===== src/rtl/prbs_popcount.sv =====
// rtl/prbs_popcount.sv - combinational population count of a LEN-bit word.
module prbs_popcount #(
  parameter int LEN = 8
) (
  input  logic [LEN-1:0]             bits,
  output logic [$clog2(LEN+1)-1:0]   count
);

  localparam int CW = $clog2(LEN + 1);

  always_comb begin
    count = '0;
    for (int i = 0; i < LEN; i++) begin
      count = count + CW'(bits[i]);
    end
  end

endmodule


===== config.mk =====
export PLATFORM = sky130hd
export DESIGN_NAME = prbs_popcount
export DESIGN_NICKNAME = d
export VERILOG_FILES = /design/src/rtl/prbs_popcount.sv
export SDC_FILE = /design/constraint.sdc
export NUM_CORES = 1
export LEC_CHECK = 0
export CAP_MARGIN = 20
export CORE_AREA = 2 2 39 41
export DETAILED_ROUTE_END_ITERATION = 10
export DIE_AREA = 0 0 41 43
export GPL_TIMING_DRIVEN = 1
export SETUP_SLACK_MARGIN = 0.3
export SLEW_MARGIN = 20
export SYNTH_ARGS = -nofsm -noshare
export SYNTH_HDL_FRONTEND = slang
export SYNTH_SLANG_ARGS = --single-unit

===== constraint.sdc =====
create_clock -name vclk -period 8.7
set_input_delay 1.74 -clock vclk [all_inputs]
set_output_delay 1.74 -clock vclk [all_outputs]
set_load 0.1 [all_outputs]

== Word-level counts from Yosys, hierarchy flattened ==
Cells that the tools add are included.

* Multiplexer cells: 0
* $lt $le $gt $ge: 0
* Bitwise logic cells: 0
* Reduce and logical (&&, ||, !) cells: 0
* Multipliers: 0
* Equality and inequality tests: 0
* Shift-type cells: 0
* $add $sub $neg: 7
* Div/mod/pow operators: 0

{| class="wikitable"
|+ Operators with widths
! kind !! number
|-
| $add A4 B1 Y4 || 4
|-
| $add A3 B1 Y4 || 1
|-
| $add A2 B1 Y3 || 1
|-
| $add A1 B1 Y2 || 1
|}

* Input bits: 8
* RAM bits: 0
* Output and inout bits: 4
* ROM bits: 0
* Register bits after elaboration: 0
* Logic and storage cells: 7
* Latch bits: 0
* Memories: 0

== Logic depth before layout (Yosys ltp) ==
* Word-level depth: 7
* Depth in mapped cells: 9
* Mapped depth without buffers: 9

== Worst setup path after synthesis ==
Ideal clock, no wire load.

* Path type: input port to output port
* Start point: input port bits[0]
* End point: output port count[2]
* Stages: 9
* Buffers on the path: 0
* Data required time: 6.960 ns
* Slack: 1.606 ns
* Data arrival time: 5.354 ns
* Cell sequence: inv_1 fa_1 fa_1 fa_1 inv_1 ha_1 inv_1 fa_1 xnor2_1

* Word-level cells in the longest chain between the ends: 7

{| class="wikitable"
|+ Ends and longest elaborated chain
! item !! RTL line !! text
|-
| from (decl) || 5 || <nowiki>input logic [LEN-1:0] bits,</nowiki>
|-
| $add A1 B1 Y2 || 14 || <nowiki>count = count + CW'(bits[i]);</nowiki>
|-
| $add A2 B1 Y3 || 14 ||
|-
| $add A3 B1 Y4 || 14 ||
|-
| $add A4 B1 Y4 (4 in series) || 14 ||
|-
| to (decl) || 6 || <nowiki>output logic [$clog2(LEN+1)-1:0] count</nowiki>
|}

No other way between the ends.

== Final worst setup path ==
Ends and elaborated chain as after synthesis.

==> metrics.log <==
[metrics] combined area of all synthesized cells: 190 sq um
[metrics] global-route wire length before repair: between 500 and 600 um
[metrics] number of hold violations in the final report: 0
[metrics] Critical Path AT: 5.60 ns
[metrics] drt drc: 0
[metrics] highest attainable clock frequency: about 140 MHz
[metrics] setup violators final: 0
[metrics] number of nets still failing antenna checks after routing: 0
[metrics] worst max-slew margin expressed relative to the limit: 0.353
[metrics] total via count in the routed design: 173
[metrics] DR iter-0 viols: 0
[metrics] row count: 14
[metrics] leakage power: 0.175 nW
[metrics] unique cell type count in the Yosys netlist: 6
[metrics] total iterations of the first detailed-routing run: 1
[metrics] placed cell count: 52
[metrics] pin count of the biggest net entering global routing: 3
[metrics] layout sequential cell count: 0
[metrics] port buffer count: 12
[metrics] vias in the first global route: 163
[metrics] total nets after synthesis: 39
[metrics] outcome: completed
[metrics] die area: about 0.0018 sq mm
[metrics] number of antenna violations at the first check in global routing: 0
[metrics] peak supply drop: approximately 110 uV
[metrics] average footprint of a synthesized cell: 7.92 sq um
[metrics] most numerous cell on the critical path: sky130_fd_sc_hd__fa_1
[metrics] Tightest Pin Transition: 0.968 ns
[metrics] final total power: 0.0891 mW
[metrics] placeable core region: roughly 0.0014 sq mm
[metrics] Sum Neg Setup Slack: 0 ns
[metrics] CP Class: in2out
[metrics] GRT Max-Usage Layer: met2
[metrics] Area after DPL: around 330 sq um
[metrics] sequential cell area: 0 sq um
[metrics] total power divided by cell area: 270 mW/mm^2
[metrics] ratio of final minimum period to clock period: 0.844
[metrics] critical-path cell with the highest stage delay: sky130_fd_sc_hd__clkdlybuf4s50_1
[metrics] CP required: 6.96 ns
[metrics] path type of the worst min-delay path: in2out
[metrics] total non-filler cell area in the finished layout: roughly 330 sq um
[metrics] total gr overflow: 0
[metrics] # IOs: 12
[metrics] worst stage delay on the critical path: 1.15 ns
[metrics] DP Wirelength: 323 um
[metrics] Max-cap violations: 0
[metrics] Yosys warning total: 0
[metrics] final number of max-transition violations: 0
[metrics] final net count: 53
[metrics] met3 layer usage reported by global route: 0
[metrics] total wire length after detailed routing: 315 um
[metrics] critical path, cell by cell: clkdlybuf4s50_1 > inv_1 > fa_1 > fa_1 > fa_1 > inv_1 > ha_1 > inv_1 > fa_1 > xnor2_1 > clkdlybuf4s50_1
[metrics] buffers inserted during post-CTS setup optimization: 0
[metrics] GRT met2 Usage: 0.0750
[metrics] worst path setup slack after routing: roughly 1.4 ns
[metrics] minimum clock period: 7.34 ns
[metrics] number of clock buffers in the layout: 0
[metrics] worst slack at placement: 1.33 ns
[metrics] hold-fix buffer count after cts: 0
[metrics] kind of launch point of the worst setup path: primary input
[metrics] number of gates resized after CTS: 0
[metrics] sequential element share of the synthesized area: 0
[metrics] GRT Resource Usage Total: 0.0401
[metrics] cell types occupying the most area after synthesis: sky130_fd_sc_hd__fa_1 42%, sky130_fd_sc_hd__inv_1 28%, sky130_fd_sc_hd__ha_1 20%
[metrics] detailed-route vias per instance: between 3 and 4
[metrics] ANT cells: 0
[metrics] count of non-filler cells in the finished layout: 52
[metrics] Crit. End Element: output pin
[metrics] Final Wtd Congestion: 0.523
[metrics] maximum fanout along the worst path: 2
[metrics] wire length per cell: 6.06 um
[metrics] Worst Path Buf+Inv: 5
[metrics] Die Y-Extent: between 40 and 50 um
[metrics] layout cells sized above 1: 0
[metrics] RSZ-0062 raised after global routing: no
[metrics] Largest delay share family, worst path: adder cells
[metrics] width of the chip: 41 um
[metrics] layout overhead on the synthesized area: 73.7%
[metrics] Initial Util: 0.137
[metrics] global routing met1 resource utilization: 0.0513
[metrics] number of instances in the synthesized netlist: 24
[metrics] top cell type's share of synthesized area: 0.421
[metrics] largest area contributor in the synthesized netlist: sky130_fd_sc_hd__fa_1
-- final timing paths --
check,cells past startpoint,end,startpoint
max,11,count[2],bits[0]
min,3,count[0],bits[2]
-- final cells by class --
cell class | instances | area [sq um]
well taps | 16 | 20.0
fillers | 159 | 1050
inverters | 14 | 52.6
multi-input cells | 10 | 138
repair buffers | 12 | 120
-- power breakdown --
group          total [mW]  switching, mW  leakage (nW)  internal (mW)
clock network           0              0             0              0
registers               0              0             0              0
logic              0.0891         0.0658         0.175         0.0233
total              0.0891         0.0658         0.175         0.0233
-- cell usage after synthesis --
master and instances:
sky130_fd_sc_hd__nor2b_1 1, sky130_fd_sc_hd__fa_1 4, sky130_fd_sc_hd__xnor2_1 1, sky130_fd_sc_hd__a21oi_1 1, sky130_fd_sc_hd__inv_1 14, sky130_fd_sc_hd__ha_1 3
-- placed cells by master (no fill, tap or decap) --
cell and instances:
sky130_fd_sc_hd__fa_1 4, sky130_fd_sc_hd__a21oi_1 1, sky130_fd_sc_hd__clkdlybuf4s50_1 12, sky130_fd_sc_hd__xnor2_1 1
sky130_fd_sc_hd__nor2b_1 1, sky130_fd_sc_hd__inv_1 14, sky130_fd_sc_hd__ha_1 3
-- kinds of logic (layout without fill, tap and decap cells) --
| logic type | Yosys count | count (layout) | share of synthesized area |
|---|---|---|---|
| AOI/OAI and AO/OA | 1 | 1 | 0.0263 |
| buffers and inverters | 14 | 26 | 0.276 |
| adders and majority gates | 7 | 7 | 0.618 |
| and+or+nand+nor | 1 | 1 | 0.0329 |
| xor gates and xnor gates | 1 | 1 | 0.0461 |
-- metal layers --
metal / vias up / share of wire
met4: 0 / 0
met2: 5 / 0.61
met3: 0 / 0.083
met1: 82 / 0.31
met5: - / 0
li1: 86 / -
-- stage by stage --
step / utilization / hold WS, ns
final: 0.239 / 5.12
after global routing: 0.239 / 5.15
after CTS: 0.239 / 5.12
after detailed placement: 0.239 / 5.12
after global placement: 0.239 / 5.11
after floorplan: - / 4.03
No activity file was read; power rests on OpenSTA's default activity.
